**src/rtl/wb_arbiter_pkg.sv**
```systemverilog
// Shared constants and types for the writeback arbiter and its scoreboard.
// Requester IDs double as the round-robin pointer encoding.
package wb_arbiter_pkg;

    // Datapath widths used by the rest of the core.
    localparam int DATA_WIDTH     = 32;
    localparam int REG_ADDR_WIDTH = 5;

    // Writeback requester identifiers.
    typedef enum logic {
        ARB_EXU = 1'b0,
        ARB_LSU = 1'b1
    } arb_id_t;

    // Returns the requester that is not the one given.
    function automatic arb_id_t arb_other(input arb_id_t id);
        return (id == ARB_EXU) ? ARB_LSU : ARB_EXU;
    endfunction

endpackage

```
**src/rtl/wb_scoreboard.sv**
```systemverilog
// Register busy-bit scoreboard.
// A destination register is marked busy when decode issues a writer, and it
// is released when the arbiter writes that register to the register file.
// Decode stalls on any source or destination that is still busy, which
// covers both RAW and WAW hazards. There is no bypass.
module wb_scoreboard
    import wb_arbiter_pkg::*;
#(
    parameter int REG_ADDR_WIDTH = wb_arbiter_pkg::REG_ADDR_WIDTH
) (
    input  logic                      clk,
    input  logic                      rst_n,
    // Issue side: marks a destination busy.
    input  logic                      issue,
    input  logic                      issue_use_rd,
    input  logic [REG_ADDR_WIDTH-1:0] issue_rd,
    // Source operands under hazard check.
    input  logic                      chk_use_rs1,
    input  logic [REG_ADDR_WIDTH-1:0] chk_rs1,
    input  logic                      chk_use_rs2,
    input  logic [REG_ADDR_WIDTH-1:0] chk_rs2,
    // Register-file write that releases a busy bit.
    input  logic                      clr_en,
    input  logic [REG_ADDR_WIDTH-1:0] clr_idx,
    // Decode must hold off this cycle.
    output logic                      stall
);

    localparam int NUM_REGS = 1 << REG_ADDR_WIDTH;

    logic [NUM_REGS-1:0]       busy;
    logic [NUM_REGS-1:0]       busy_next;
    logic [NUM_REGS-1:0]       set_mask;
    logic [NUM_REGS-1:0]       clr_mask;
    logic                      set_en;
    logic                      hazard_rs1;
    logic                      hazard_rs2;
    logic                      hazard_rd;

    // Hazard detection against the current busy bits; held low while in reset.
    always_comb begin
        hazard_rs1 = chk_use_rs1 && busy[chk_rs1];
        hazard_rs2 = chk_use_rs2 && busy[chk_rs2];
        hazard_rd  = issue_use_rd && busy[issue_rd];
        stall      = rst_n && (hazard_rs1 || hazard_rs2 || hazard_rd);
    end

    // A successful issue of a non-zero destination marks it busy.
    always_comb begin
        set_en = issue && issue_use_rd && !stall && (issue_rd != '0);
    end

    // Build set/clear masks; set is applied after clear so it wins on a tie.
    always_comb begin
        set_mask = '0;
        clr_mask = '0;
        if (set_en) begin
            set_mask[issue_rd] = 1'b1;
        end
        if (clr_en) begin
            clr_mask[clr_idx] = 1'b1;
        end
        busy_next    = (busy & ~clr_mask) | set_mask;
        busy_next[0] = 1'b0;
    end

    // Busy-bit register with synchronous active-low reset.
    always_ff @(posedge clk) begin
        if (!rst_n) begin
            busy <= '0;
        end else begin
            busy <= busy_next;
        end
    end

endmodule

```
**src/rtl/wb_arbiter.sv**
```systemverilog
// Two-way writeback arbiter between the execute unit and the load/store unit
// feeding a single register-file write port.
// Grants are combinational from the two valids and a round-robin pointer that
// only moves on conflict cycles; the register-file write is registered one
// cycle after the grant. Writes to register 0 still handshake but never
// assert the write enable. The busy-bit scoreboard lives in wb_scoreboard.
module wb_arbiter
    import wb_arbiter_pkg::*;
#(
    parameter int DATA_WIDTH     = wb_arbiter_pkg::DATA_WIDTH,
    parameter int REG_ADDR_WIDTH = wb_arbiter_pkg::REG_ADDR_WIDTH
) (
    input  logic                      clk,
    input  logic                      rst_n,
    // Execute-unit writeback request.
    input  logic                      exu_wb_valid_i,
    input  logic [REG_ADDR_WIDTH-1:0] exu_wb_rd_i,
    input  logic [DATA_WIDTH-1:0]     exu_wb_dat_i,
    output logic                      exu_wb_ready_o,
    // Load/store-unit writeback request.
    input  logic                      lsu_wb_valid_i,
    input  logic [REG_ADDR_WIDTH-1:0] lsu_wb_rd_i,
    input  logic [DATA_WIDTH-1:0]     lsu_wb_dat_i,
    output logic                      lsu_wb_ready_o,
    // Register-file write port.
    output logic                      rf_wen_o,
    output logic [REG_ADDR_WIDTH-1:0] rf_rd_o,
    output logic [DATA_WIDTH-1:0]     rf_dat_o,
    // Decode issue and hazard check.
    input  logic                      issue_i,
    input  logic                      issue_use_rd_i,
    input  logic [REG_ADDR_WIDTH-1:0] issue_rd_i,
    input  logic                      chk_use_rs1_i,
    input  logic                      chk_use_rs2_i,
    input  logic [REG_ADDR_WIDTH-1:0] chk_rs1_i,
    input  logic [REG_ADDR_WIDTH-1:0] chk_rs2_i,
    output logic                      stall_o
);

    arb_id_t                   ptr;
    arb_id_t                   ptr_next;
    logic                      conflict;
    logic                      exu_grant;
    logic                      lsu_grant;
    logic                      any_grant;
    logic [REG_ADDR_WIDTH-1:0] sel_rd;
    logic [DATA_WIDTH-1:0]     sel_dat;

    // Grant decision: a lone requester wins, a conflict goes to the pointer.
    always_comb begin
        exu_grant = 1'b0;
        lsu_grant = 1'b0;
        conflict  = rst_n && exu_wb_valid_i && lsu_wb_valid_i;
        if (rst_n) begin
            if (conflict) begin
                exu_grant = (ptr == ARB_EXU);
                lsu_grant = (ptr == ARB_LSU);
            end else begin
                exu_grant = exu_wb_valid_i;
                lsu_grant = lsu_wb_valid_i;
            end
        end
        any_grant = exu_grant || lsu_grant;
    end

    // Ready mirrors the grant so each requester sees its handshake directly.
    always_comb begin
        exu_wb_ready_o = exu_grant;
        lsu_wb_ready_o = lsu_grant;
    end

    // Pointer moves to the loser of a conflict so it wins the next one.
    always_comb begin
        ptr_next = ptr;
        if (conflict) begin
            ptr_next = exu_grant ? arb_other(ARB_EXU) : arb_other(ARB_LSU);
        end
    end

    // Round-robin pointer register; favours the execute unit out of reset.
    always_ff @(posedge clk) begin
        if (!rst_n) begin
            ptr <= ARB_EXU;
        end else begin
            ptr <= ptr_next;
        end
    end

    // Mux the winning request onto the write path.
    always_comb begin
        sel_rd  = '0;
        sel_dat = '0;
        if (exu_grant) begin
            sel_rd  = exu_wb_rd_i;
            sel_dat = exu_wb_dat_i;
        end else if (lsu_grant) begin
            sel_rd  = lsu_wb_rd_i;
            sel_dat = lsu_wb_dat_i;
        end
    end

    // Register-file write register; register 0 is never written.
    always_ff @(posedge clk) begin
        if (!rst_n) begin
            rf_wen_o <= 1'b0;
            rf_rd_o  <= '0;
            rf_dat_o <= '0;
        end else if (any_grant) begin
            rf_wen_o <= (sel_rd != '0);
            rf_rd_o  <= sel_rd;
            rf_dat_o <= sel_dat;
        end else begin
            rf_wen_o <= 1'b0;
        end
    end

    wb_scoreboard #(
        .REG_ADDR_WIDTH(REG_ADDR_WIDTH)
    ) u_scoreboard (
        .clk         (clk),
        .rst_n       (rst_n),
        .issue       (issue_i),
        .issue_use_rd(issue_use_rd_i),
        .issue_rd    (issue_rd_i),
        .chk_use_rs1 (chk_use_rs1_i),
        .chk_rs1     (chk_rs1_i),
        .chk_use_rs2 (chk_use_rs2_i),
        .chk_rs2     (chk_rs2_i),
        .clr_en      (rf_wen_o),
        .clr_idx     (rf_rd_o),
        .stall       (stall_o)
    );

endmodule

```
**config.mk**
```make
export PLATFORM = sky130hd
export DESIGN_NAME = wb_arbiter
export DESIGN_NICKNAME = d
export VERILOG_FILES = /design/src/rtl/wb_arbiter_pkg.sv /design/src/rtl/wb_scoreboard.sv /design/src/rtl/wb_arbiter.sv
export SDC_FILE = /design/constraint.sdc
export NUM_CORES = 1
export LEC_CHECK = 0
export CAP_MARGIN = 20
export CORE_MARGIN = 1.5
export CORE_UTILIZATION = 30
export CTS_BUF_LIST = sky130_fd_sc_hd__clkbuf_4
export DETAILED_ROUTE_END_ITERATION = 12
export MAX_ROUTING_LAYER = met4
export PLACE_DENSITY = 0.65
export SLEW_MARGIN = 20
export SYNTH_ARGS = -nofsm -noshare
export SYNTH_HDL_FRONTEND = slang
export SYNTH_SLANG_ARGS = --single-unit
```
**constraint.sdc**
```tcl
create_clock -name clk -period 3.4 [get_ports clk]
set_clock_uncertainty 0.2 [all_clocks]
set_input_delay 0.51 -clock clk [delete_from_list [all_inputs] [get_ports clk]]
set_output_delay 0.51 -clock clk [all_outputs]
set_load 0.01 [all_outputs]
```
After elaboration in Yosys (flattened, before gate mapping)

Index checks and enable logic that the tools add are counted.

Register bits: 71
Bits of input ports: 97
Logic and storage cells: 55

Order comparisons: 6
Muxes and demuxes: 21
Bitwise gates (word level): 4
Reduce and logical (&&, ||, !) cells: 18

Operator list:

| cell               | count |
|---|---|
| $mux 32            | 4 |
| $and 32x32->32     | 1 |
| $not 32->32        | 1 |
| $or 32x32->32      | 1 |
| $lt 5x6->1 const B | 4 |
| $bmux 1 s5         | 3 |
| $logic_and 1x1->1  | 11 |
| $demux 1 s5        | 2 |
| $ge 5x1->1 const B | 2 |
| $mux 1             | 10 |
| $mux 5             | 2 |
| $reduce_bool 5->1  | 2 |
| $logic_or 1x1->1   | 3 |
| $reduce_and 2->1   | 1 |
| $logic_not 1->1    | 1 |
| $not 1->1          | 1 |

Logic depth before layout (Yosys ltp)

Gate-level depths: netlist (run 1).

Depth in word-level cells: 11
Gate-level depth with buffers: 8
Gate-level depth less buffers: 6

Modules after synthesis

A second synthesis (run 1) with hierarchy kept.

Cell total of the unflattened synthesis: 411
Area, all modules: 4011.3 sq um

Modules (own cells, without submodules):

| module        | times used | cells an instance | area each (sq um) |
|---|---|---|---|
| wb_scoreboard | 1          | 256               | 2348.5 |
| wb_arbiter    | 1          | 155               | 1662.8 |

Worst setup path after synthesis (run 1)

No wires, ideal clock.

Path kind: input to output
From: input issue_rd_i[0]
To: output stall_o
Arrival time: 2.136 ns
Data required time: 2.690 ns
Path slack: 0.554 ns
Stages: 8
Path buffers: 2
Path through: buf_2 > buf_6 > mux4_2 > a22oi_1 > a211oi_1 > a21oi_2 > o21ai_0 > a31o_2

Cells in the longest elaborated chain, start to end: 5

RTL lines:

| what                         | RTL line            | text |
|---|---|---|
| start: declaration           | wb_arbiter.sv:32    | `input logic [REG_ADDR_WIDTH-1:0] issue_rd_i,` |
| $bmux 1 s5                   | wb_scoreboard.sv:44 | `hazard_rd = issue_use_rd && busy[issue_rd];` |
| $mux 1 (implied by the code) | wb_scoreboard.sv:44 |  |
| $logic_and 1x1->1            | wb_scoreboard.sv:44 |  |
| $logic_or 1x1->1             | wb_scoreboard.sv:45 | `stall = rst_n && (hazard_rs1 \|\| hazard_rs2 \|\| hazard_rd);` |
| $logic_and 1x1->1            | wb_scoreboard.sv:45 |  |
| end: declaration             | wb_arbiter.sv:37    | `output logic stall_o` |

Every way passes these cells. The select of a mux whose other input is x is not followed.

Worst setup path in the final report (run 1)

Same ends and word-level chain as after synthesis.

==> impl_metrics.toml, run 1 <==
[run_status]
status = "finished clean"

[sta]
rsz0062_at_grt = "no"
min_period_ps = 3280
tightest_slew_ps = 481
max_freq_ghz = 0.305
setup_viol = 0
worst_slack_ps = 118
hold_viol = 0
drv_slew = 0
finalCritPeriodShare_pct = 96.5
relSlewSlack_pct = 67.8

[grt]
gr-total-overflow = 0
track_usage_pct = 20.6
grt_pass1_vias = 4008
grt_pass1_wl_um = 20500
grt_max_degree = 39
antenna_found_initial = 0

[critical_path]
worstSetupPathType = "in -> out"
reg2reg_from = "u_scoreboard.busy[13]"
r2r-end = "u_scoreboard.busy[31]"
timing.reg2reg.setup_slack_ps = 860
cp_max_fo = 3
reg2regPathDepth = 8
cp_common_cell = "dlygate4sd2_1"
cp_slowest_stage_delay_ps = 530
cp_cell_sequence = "dlygate4sd2_1 -> mux4_2 -> a221oi_1 -> a211oi_1 -> a21oi_2 -> o21ai_0 -> a31o_2 -> dlygate4sd2_1"
cp.arrival_ps = 2570
cpLargestDelayFamily = "compound AO/OA/AOI/OAI gates"
worst-path-buf-inv = 2
startpoint_type = "input pin"
cpMaxStageDelayCell = "mux4_2"
critPathCaptureType = "output pin"
crit_required_ps = 2690

[logic_synthesis]
synth_seq_cells = 70
yosys_warnings = 0
synth_edf_count = 0
synth_nets = 465
syn_area_sq_mm = 0.00381
synth_top_area_cell = "dfxtp_1"
synth_flop_cell = "dfxtp_1"
synth.area.top_cells = "dfxtp_1 37%, a222oi_1 8.7%, mux4_2 7.1%"
yosysTopAreaCellShare_pct = 36.7
ys_seq_area_share_pct = 36.7
synthDistinctLibCells = 53
synth-async-reset-ratio_pct = 0
postSynthCellCount = 368
avgSynthCellArea_sq_um = 10.4

[finish]
stdcell_count = 682
drive_above_1_share_pct = 15.7
finish.instance_area_sq_mm = 0.00557
n_antenna_cell = 0
final_common_cell = "clkdlybuf4s50_1"
final_cell_mix = "129 x clkdlybuf4s50_1, 70 x dfxtp_1, 38 x nor2b_1"
syn_to_final_growth_pct = 46.2
nets = 602

[detailed_routing]
post_drt_wl_per_cell_um = 19.5
vias = 3885
drt-pass1-iter-count = 8
via_per_inst = 5.70
wl_met1_um = 5220
routed.top_layer = "met4"
antenna_left = 0
drtIter0Drc = 340
finalWirelength_um = 13300
post-route-drc-count = 0
dr_wl_met3_um = 1220
wl_met2_um = 6490

[placed_design]
placed_area_sq_mm = 0.00539
gp_congestion = 0.925
post-place-cells = 663
pre_cts_ws_ps = -351
io_buffers = 137
hpwl_um = 9810

[min_path]
holdPathEnd = "rf_dat_o[8]"
hold_class = "reg -> reg"
min_delay_path_depth = 2
hold_start = "rf_dat_o[8]"

[floorplan]
core.rowCount = 41
io_pins = 138
coreArea_sq_mm = 0.0125
die_y_um = 116
start_util_pct = 30.5
dieArea_sq_mm = 0.0134
die_width_um = 116

[pwr]
vdd_drop_max_v = 0.000173
power_mw = 1.78
cellPowerDensity_mw_per_mm2 = 319
cellLeakagePower_nw = 1.98

[clock_tree]
path_clk_slew_ps = 120
cts_root_buf = "clkbuf_4"
clkLatencyLatePin_ps = 420
cts_tree = "built"
clockBufferDepth = 2
cts_buffers = 9
cts_sinks = 70
h-tree-depth = 3

[flow_run]
drv_cap = 0
-- power breakdown --
| part | switching, mW | internal, mW |
|---|---|---|
| clock network | 0.318 | 0.144 |
| registers | 0.0314 | 0.854 |
| logic | 0.182 | 0.246 |
| total | 0.531 | 1.24 |
-- per-stage QoR --
step                util [%]  setup TNS [ps]  hold slack [ps]
finish                  44.5               0              341
floorplan                  -               0              289
global placement        43.1            -279              303
detailed placement      43.1            -351              313
global route            44.5               0              349
CTS                     44.5               0              342
-- layer usage --
layer	vias to the layer above	GRT usage [%]
met5	-	-
li1	1750	-
met4	0	7.80
met2	226	34.4
met3	29	5.49
met1	1880	23.8
-- tightest hold or removal path, delay by kind of cell (launching register included) --
family	cells	cell delay, ps
compound gates	1	60
flops	1	350
simple gates	1	100
-- cell type report --
type                       count  area, sq um
sequential                    70         1400
clock buffer                   9         67.6
multi-input combinational    259         2240
timing repair buffer         160         1590
inverter                       5         18.8
tap                          172          215
fill                        1195         6940
clock inverter                 7         41.3
-- synthesized netlist by cell type, types with 2 or more instances --
library cell,n
nand3_1,8
buf_6,4
nor2_1,9
o41ai_1,7
nand3b_1,5
dfxtp_1,70
clkbuf_1,24
o21ai_1,5
mux4_2,12
a22o_1,3
o211ai_1,31
a22oi_1,2
o21ai_0,23
mux2i_1,12
a221oi_1,2
or3b_2,3
a21oi_1,6
nand2_1,19
inv_1,5
a222oi_1,33
clkbuf_8,2
nor2b_1,38
mux2_2,7
nand4_1,3
nand2b_1,2
mux4_1,6
-- flip-flops by register name, indices dropped and copies added, names as in the netlist --
signal / cells
rf_rd_o: 5
rf_wen_o: 1
ptr: 1
u_scoreboard.busy: 31
rf_dat_o: 32
-- worst max path at each step --
stage / cells after the start / start / slack (ps) / end
after floorplan: 8 / issue_rd_i[0] / 550 / stall_o
after global placement: 9 / issue_rd_i[0] / -280 / stall_o
after detailed placement: 9 / issue_rd_i[0] / -350 / stall_o
after CTS: 8 / chk_rs1_i[0] / 10 / stall_o
after global routing: 8 / issue_rd_i[3] / 10 / stall_o
final: 8 / issue_rd_i[0] / 120 / stall_o
-- cell families after synthesis --
group / share of synthesized area, %
AOI/OAI and AO/OA: 25.5
xor gates and xnor gates: 0.230
buffers and inverters: 5.48
DFF: 36.7
muxes: 16.4
and+or+nand+nor: 15.6
-- repair_timing --
action,in CTS,in global routing
setup buffers,2,0
resized for setup,10,4
pin swaps,3,1
endpoints found under the setup margin,1,1
cloned,1,0
hold endpoints to repair,0,0
hold buffers,0,0
(Power assumes the default switching activity.)
==> inputs of run 2 (changes only) <==
--- a/config.mk
+++ b/config.mk
@@ -9,6 +9,7 @@
 export CORE_MARGIN = 1.5
 export CORE_UTILIZATION = 30
 export CTS_BUF_LIST = sky130_fd_sc_hd__clkbuf_4
+export CTS_CLUSTER_SIZE = 24
 export DETAILED_ROUTE_END_ITERATION = 12
 export MAX_ROUTING_LAYER = met4
 export PLACE_DENSITY = 0.65
==> results of run 2 <==
Same layout as run 1: the final DEF is identical, and so are final timing and power.
